<file path="src/rtl/fft_butterfly.sv">
// Radix-2 DIT butterfly: X = A + B*W, Y = A - B*W, four register stages,
// one butterfly per clock, optional divide-by-2 and a sticky clip flag.
module fft_butterfly #(
    parameter int DATA_W = 16,
    parameter int TW_W   = 16
) (
    input  logic                     clk,
    input  logic                     rst_n,
    input  logic                     in_valid,
    input  logic signed [DATA_W-1:0] a_re,
    input  logic signed [DATA_W-1:0] a_im,
    input  logic signed [DATA_W-1:0] b_re,
    input  logic signed [DATA_W-1:0] b_im,
    input  logic signed [TW_W-1:0]   tw_re,
    input  logic signed [TW_W-1:0]   tw_im,
    input  logic                     scale,
    input  logic                     sat_clr,
    output logic                     out_valid,
    output logic signed [DATA_W-1:0] x_re,
    output logic signed [DATA_W-1:0] x_im,
    output logic signed [DATA_W-1:0] y_re,
    output logic signed [DATA_W-1:0] y_im,
    output logic                     sat,
    output logic                     busy
);

    localparam int PW  = DATA_W + TW_W;
    localparam int SW  = PW + 1;
    localparam int TW2 = DATA_W + 2;
    localparam int XW  = DATA_W + 3;

    localparam logic signed [SW-1:0] RND  = SW'(longint'(1) << (TW_W - 2));
    localparam logic signed [XW-1:0] MAXV = XW'((longint'(1) << (DATA_W - 1)) - 1);
    localparam logic signed [XW-1:0] MINV = XW'(-(longint'(1) << (DATA_W - 1)));

    function automatic logic signed [TW2-1:0] round_trunc(input logic signed [SW-1:0] s);
        logic signed [SW-1:0] r;
        r = s + RND;
        r = r >>> (TW_W - 1);
        return r[TW2-1:0];
    endfunction

    function automatic logic signed [XW-1:0] scale_fn(input logic signed [XW-1:0] v,
                                                      input logic sc);
        logic signed [XW-1:0] r;
        r = sc ? (v >>> 1) : v;
        return r;
    endfunction

    function automatic logic clips(input logic signed [XW-1:0] v);
        return (v > MAXV) || (v < MINV);
    endfunction

    function automatic logic signed [DATA_W-1:0] sat_fn(input logic signed [XW-1:0] v);
        logic signed [XW-1:0] r;
        if (v > MAXV)      r = MAXV;
        else if (v < MINV) r = MINV;
        else               r = v;
        return r[DATA_W-1:0];
    endfunction

    logic                     vld_p0, vld_p1, vld_p2;
    logic signed [DATA_W-1:0] a_re_p0, a_im_p0, b_re_p0, b_im_p0;
    logic signed [TW_W-1:0]   tw_re_p0, tw_im_p0;
    logic                     scale_p0, scale_p1, scale_p2;
    logic signed [DATA_W-1:0] a_re_p1, a_im_p1, a_re_p2, a_im_p2;
    logic signed [PW-1:0]     p_rr_p1, p_ii_p1, p_ri_p1, p_ir_p1;
    logic signed [TW2-1:0]    t_re_p2, t_im_p2;

    logic signed [SW-1:0]     s_re, s_im;
    logic signed [XW-1:0]     xs_re, xs_im, ys_re, ys_im;
    logic                     clip_p2;

    always_comb begin
        s_re    = SW'(p_rr_p1) - SW'(p_ii_p1);
        s_im    = SW'(p_ri_p1) + SW'(p_ir_p1);
        xs_re   = scale_fn(XW'(a_re_p2) + XW'(t_re_p2), scale_p2);
        xs_im   = scale_fn(XW'(a_im_p2) + XW'(t_im_p2), scale_p2);
        ys_re   = scale_fn(XW'(a_re_p2) - XW'(t_re_p2), scale_p2);
        ys_im   = scale_fn(XW'(a_im_p2) - XW'(t_im_p2), scale_p2);
        clip_p2 = vld_p2 && (clips(xs_re) || clips(xs_im) || clips(ys_re) || clips(ys_im));
    end

    always_ff @(posedge clk) begin
        if (!rst_n) begin
            vld_p0    <= 1'b0;
            vld_p1    <= 1'b0;
            vld_p2    <= 1'b0;
            out_valid <= 1'b0;
            sat       <= 1'b0;
            a_re_p0   <= '0;
            a_im_p0   <= '0;
            b_re_p0   <= '0;
            b_im_p0   <= '0;
            tw_re_p0  <= '0;
            tw_im_p0  <= '0;
            scale_p0  <= 1'b0;
            a_re_p1   <= '0;
            a_im_p1   <= '0;
            scale_p1  <= 1'b0;
            p_rr_p1   <= '0;
            p_ii_p1   <= '0;
            p_ri_p1   <= '0;
            p_ir_p1   <= '0;
            a_re_p2   <= '0;
            a_im_p2   <= '0;
            scale_p2  <= 1'b0;
            t_re_p2   <= '0;
            t_im_p2   <= '0;
            x_re      <= '0;
            x_im      <= '0;
            y_re      <= '0;
            y_im      <= '0;
        end else begin
            // S1: capture operands
            vld_p0   <= in_valid;
            a_re_p0  <= a_re;
            a_im_p0  <= a_im;
            b_re_p0  <= b_re;
            b_im_p0  <= b_im;
            tw_re_p0 <= tw_re;
            tw_im_p0 <= tw_im;
            scale_p0 <= scale;
            // S2: partial products
            vld_p1   <= vld_p0;
            a_re_p1  <= a_re_p0;
            a_im_p1  <= a_im_p0;
            scale_p1 <= scale_p0;
            p_rr_p1  <= PW'(b_re_p0) * PW'(tw_re_p0);
            p_ii_p1  <= PW'(b_im_p0) * PW'(tw_im_p0);
            p_ri_p1  <= PW'(b_re_p0) * PW'(tw_im_p0);
            p_ir_p1  <= PW'(b_im_p0) * PW'(tw_re_p0);
            // S3: complex product T = B*W, rounded back to data scale
            vld_p2   <= vld_p1;
            a_re_p2  <= a_re_p1;
            a_im_p2  <= a_im_p1;
            scale_p2 <= scale_p1;
            t_re_p2  <= round_trunc(s_re);
            t_im_p2  <= round_trunc(s_im);
            // S4: butterfly, scale, saturate; outputs hold across idle slots
            out_valid <= vld_p2;
            if (vld_p2) begin
                x_re <= sat_fn(xs_re);
                x_im <= sat_fn(xs_im);
                y_re <= sat_fn(ys_re);
                y_im <= sat_fn(ys_im);
            end
            if (clip_p2)      sat <= 1'b1;
            else if (sat_clr) sat <= 1'b0;
        end
    end

    assign busy = vld_p0 | vld_p1 | vld_p2 | out_valid;

endmodule

</file>
<file path="config.mk">
export PLATFORM = sky130hd
export DESIGN_NAME = fft_butterfly
export DESIGN_NICKNAME = d
export VERILOG_FILES = /design/src/rtl/fft_butterfly.sv
export SDC_FILE = /design/constraint.sdc
export NUM_CORES = 2
export LEC_CHECK = 0
export BUFFER_PORTS_ARGS = -buffer_cell sky130_fd_sc_hd__clkbuf_2
export CORE_ASPECT_RATIO = 0.8
export CORE_UTILIZATION = 50
export CTS_CLUSTER_SIZE = 12
export DETAILED_ROUTE_END_ITERATION = 7
export HOLD_SLACK_MARGIN = 0.1
export PLACE_DENSITY_LB_ADDON = 0.2
export SLEW_MARGIN = 0
export SYNTH_ARGS = -nofsm -noshare
export SYNTH_HDL_FRONTEND = slang
export SYNTH_SLANG_ARGS = --single-unit
</file>
<file path="constraint.sdc">
create_clock -name clk -period 7.15 [get_ports clk]
set_input_delay 1.7875 -clock clk [delete_from_list [all_inputs] [get_ports clk]]
set_output_delay 1.7875 -clock clk [all_outputs]
set_load 0.005 [all_outputs]
</file>
# Word level (Yosys, flattened, before mapping)
# Cells that the tools add are included.
# totals
reg_bits	396
wordCells	74
mem_bits_rw	0
memories	0
inputBits	101
latch_bits	0
mem_bits_ro	0
out_inout_bits	67
# classes
multipliers	4
n_reduce_logical	9
div	0
shifts	0
n_eq_ne	0
mux	14
bitwise_logic	3
addsub	8
magnitude_cmp	8
# ops
operator	count
$mul A16 B16 Y32	4
$mux W16	8
$gt A19 B16 Y1 const B	4
$lt A19 B16 Y1 const B	4
$mux W18	4
$add A33 B16 Y33 const B	2
$add A16 B18 Y19	2
$sub A16 B18 Y19	2
$add A32 B32 Y33	1
$sub A32 B32 Y33	1
$logic_or A1 B1 Y1	7
$or A1 B1 Y1	3
$mux W1	2
$reduce_bool A2 Y1	1
$logic_and A1 B1 Y1	1

# Longest topological paths before layout
# depth
word_depth	9
mapped_depth	26
ltp_nobuf	25

# Least setup slack after synthesis
# No wires, ideal clock.
# synth_timing
path_kind	flip-flop to flip-flop
start	reg b_im_p0[15]
end	reg p_ir_p1[31]
path_stages_with_launch	23
setup_ns	0.115
path_buffers	1
arrival_time_ns	6.348
t_required_ns	7.035
slack_ns	0.687
synth_period_minus_slack_ns	6.463
path_cell_list	dfxtp_1 clkbuf_1 nand2_1 inv_1 fa_1 fa_1 inv_1 fa_1 fa_1 fa_1 fa_1 inv_1 ha_1 a21o_1 a21o_1 a211oi_1 o211ai_1 nand2_1 o21ai_1 or4_1 a31oi_1 xnor2_1 and2_1
# synth_between
elab_chain_len	1
# synth_rtl
element	line_no	text
from (decl)	63	logic signed [DATA_W-1:0] a_re_p0, a_im_p0, b_re_p0, b_im_p0;
from (signal assigned)	120	b_im_p0 <= b_im;
$mul A16 B16 Y32	132	p_ir_p1 <= PW'(b_im_p0) * PW'(tw_re_p0);
to (signal assigned)	132	
to (decl)	67	logic signed [PW-1:0] p_rr_p1, p_ii_p1, p_ri_p1, p_ir_p1;
# No other way between the ends.
# A chain may end at the register's enable or synchronous reset.

# Worst setup path in the final report
# layout_timing
start	reg b_im_p0[3]
end	reg p_ir_p1[30]
# The elaborated chain is that of the path after synthesis.

==> run_results.csv <==
group,metric,value,unit
run_status,status,"finished, final reports clean",
drt,dr.pass1.iters,6,
run,max_cap_violations,0,
final_layout,syn_to_final_growth,8.21,%
drt,vias,40800,
synth,netlist_area,57100,µm²
synth,yosysMostFrequentCell,"inv_1",
placement,io_buffers,167,
floorplanning,ios,168,
synth,yosysWarnings,0,
global_routing,antenna_found_initial,8,
clock_tree,root_buffer,"clkbuf_16",
timing,tightest_slew,1170,ps
drt,avgRoutedWirePerCell,17.9,µm
pwr,pwr-share-comb,62.9,%
floorplanning,start_util,50.6,%
timing,fmax,0.146,GHz
pwr,p_seq_share,19.4,%
pwr,p_sw,6.78,mW
global_routing,grt.total_usage,25.1,%
synth,synthTopCellsByCount,"1,259 x inv_1, 1,052 x fa_1, 750 x and2_1",
clock_tree,cts_sinks,396,
floorplanning,chipHeight,304,µm
worst_setup_path,worstPathArrival,7390,ps
drt,viasPerCell,5.18,
final_layout,drive_above_1_share,6.97,%
final_layout,final_nets,8000,
global_routing,grt_max_degree,261,
pwr,p_int,8.06,mW
timing,setup_viol,0,
clock_tree,postCtsSetupRepairBufs,0,
hold_path,min_path_type,"reg2reg",
worst_setup_path,worstSetupPathType,"reg2reg",
synth,synth_edf_count,0,
drt,ant_nets,0,
floorplanning,num_rows,110,
synth,postSynthCellCount,6244,
synth,yosys.area.top_type,"fa_1",
synth,synth_seq_cells,396,
worst_setup_path,worstPathMaxFanout,15,
placement,dp_hpwl,115,mm
final_layout,fin_area,61800,µm²
pwr,ir_worst_vdd,228,µV
pwr,p_per_area,240,nW/µm²
synth,syn_nets,7919,
clock_tree,cts_buffer_depth,3,
global_routing,grt_pass1_vias,42300,
timing,skew,61.1,ps
global_routing,grt_pass1_wl,231,mm
synth,synth_top_area_share,36.9,%
drt,wirelength,141,mm
pwr,p_leak,31.6,nW
synth,avgSynthCellArea,9.14,µm²
clock_tree,clock_latency,670,ps
worst_setup_path,cp-end-kind,"flop",
floorplanning,core,113000,µm²
clock_tree,htreeDepth,2,
timing,finalCritPeriodShare,96.0,%
synth,ys_seq_area_share,13.9,%
timing,tns,0,ps
synth,yosys-top-cells-area,"fa_1 37%, dfxtp_1 14%, ha_1 11%, inv_1 8.3%, and2_1 8.2%",
synth,ys_types,82,
drt,drt_iter0_markers,2722,
floorplanning,die-area,116000,µm²
placement,routabilityCongestion,0.913,
timing,rsz0062_at_grt,"no",
timing,relSlewSlack,21.0,%
timing,final_max_slew_viol_count,0,
worst_setup_path,start_kind,"flop",
worst_setup_path,critPathRequiredTime,7670,ps
floorplanning,chipWidth,380,µm
drt,drc,0,
pwr,pwr-share-clk,17.7,%
pwr,p_sw_share,45.7,%
synth,async_flop_share,0,%
clock_tree,clk_pin_slew_worst_paths,60,ps
placement,place_area,60100,µm²
timing,finalCriticalPeriod,6870,ps
timing,hold_violations,0,
clock_tree,cts_tree,"built",
synth,ys.flop_type,"dfxtp_1",
clock_tree,numCtsBuffers,48,
global_routing,grt-ovfl-total,0,
logic make-up (layout without fill, tap and decap cells):
kind of cell | count (synthesis) | count (layout) | share of synthesized area (%)
AO/OA/AOI/OAI | 660 | 660 | 7.56
XOR/XNOR | 216 | 216 | 3.33
adder cells (fa/ha/maj) | 1574 | 1574 | 48.3
buffers and inverters | 1543 | 1656 | 10.2
flip-flops | 396 | 396 | 13.9
multiplexers | 15 | 15 | 0.274
other | 0 | 1 | 0
AND/OR/NAND/NOR | 1840 | 1840 | 16.4
layout by cell type, fill, tap and decap left out, drive strengths merged, types with 25 or more instances in the layout:
cell	netlist	routed
nor2	249	249
nand2	601	601
inv	1259	1262
o21bai	27	27
ha	522	522
a21oi	185	185
nand2b	49	49
xor2	65	65
a21o	87	87
o21ai	148	148
nor3	30	30
nand3	34	34
and2	750	750
clkbuf	265	227
xnor2	151	151
buf	19	149
o211ai	47	47
o21a	25	25
nor2b	33	33
fa	1052	1052
dfxtp	396	396
worst paths after layout:
path / from / endpoint / slack, ps / cells after the start
hold / removal: a_re_p0[13] / a_re_p1[13] / 420 / 1
setup / recovery: b_im_p0[3] / p_ir_p1[30] / 280 / 24
setup reg to reg: b_im_p0[3] / p_ir_p1[30] / 280 / 24
hold reg to reg: a_re_p0[13] / a_re_p1[13] / 420 / 1
per-stage QoR:
| stage | util (%) | total power [mW] | cells | setup WS, ps | hold WS [ps] |
|---|---|---|---|---|---|
| 2_1_floorplan | - | 9.69 | 6244 | 687 | 412 |
| 3_3_place_gp | 53.3 | 12.0 | 7787 | 352 | 413 |
| 3_5_place_dp | 53.3 | 12.2 | 7787 | 300 | 417 |
| 4_1_cts | 54.7 | 14.9 | 7869 | 281 | 425 |
| 5_1_grt | 54.7 | 16.3 | 7870 | 11.1 | 435 |
| 6_report | 54.7 | 14.8 | 7870 | 283 | 422 |
registers in the layout (all words and copies together), names as in the netlist, 18 cells and up:
name / flops
p_ii_p1: 32
p_ir_p1: 32
p_ri_p1: 32
p_rr_p1: 32
t_im_p2: 18
t_re_p2: 18
power groups by stage:
stage	Combinational [mW]	Clock, mW	Sequential (mW)
floorplan	6.92	0	2.78
global placement	9.12	0	2.93
CTS	9.34	2.71	2.88
detailed placement	9.25	0	2.93
global route	10.5	2.80	2.91
finish	9.34	2.63	2.88
layer usage:
layer / up-vias / global-route usage (%) / part of all wire [%]
met3: 143 / 4.28 / 6.7
met5: - / 0 / 0
li1: 19100 / - / -
met1: 20500 / 36.8 / 46
met2: 1042 / 38.8 / 45
met4: 0 / 5.78 / 2.1
what timing repair did:
| item | 4_1_cts | 5_1_grt |
|---|---|---|
| gates resized for setup | 0 | 11 |
| hold endpoints to repair | 0 | 0 |
| setup endpoints to repair | 0 | 3 |
| hold buffers | 0 | 0 |
worst max-delay path: stages, from the launching register on:
cell and delay, ps:
dfxtp_1 860, buf_4 280, and2_1 150, fa_1 430
fa_1 510, ha_1 150, inv_1 50, fa_1 470
inv_1 50, fa_1 520, inv_1 50, fa_1 470
inv_1 40, ha_1 330, a21o_1 180, a21o_1 220
a2111oi_4 380, a21oi_2 130, a221o_1 470, a221oi_4 310
o21bai_1 90, a21o_1 220, o21ai_2 130, xnor2_1 70
and2_1 150
area by class of cell:
type	count	area, µm²
Timing Repair Buffer	315	2220
Sequential cell	396	7940
Clock inverter	21	360
Fill cell	10400	51100
Tap cell	1512	1890
Clock buffer	61	1290
Multi-Input combinational cell	4305	43300
Antenna cell	1	2.50
Inverter	1259	4730
No activity file was read; power rests on OpenSTA's default activity.
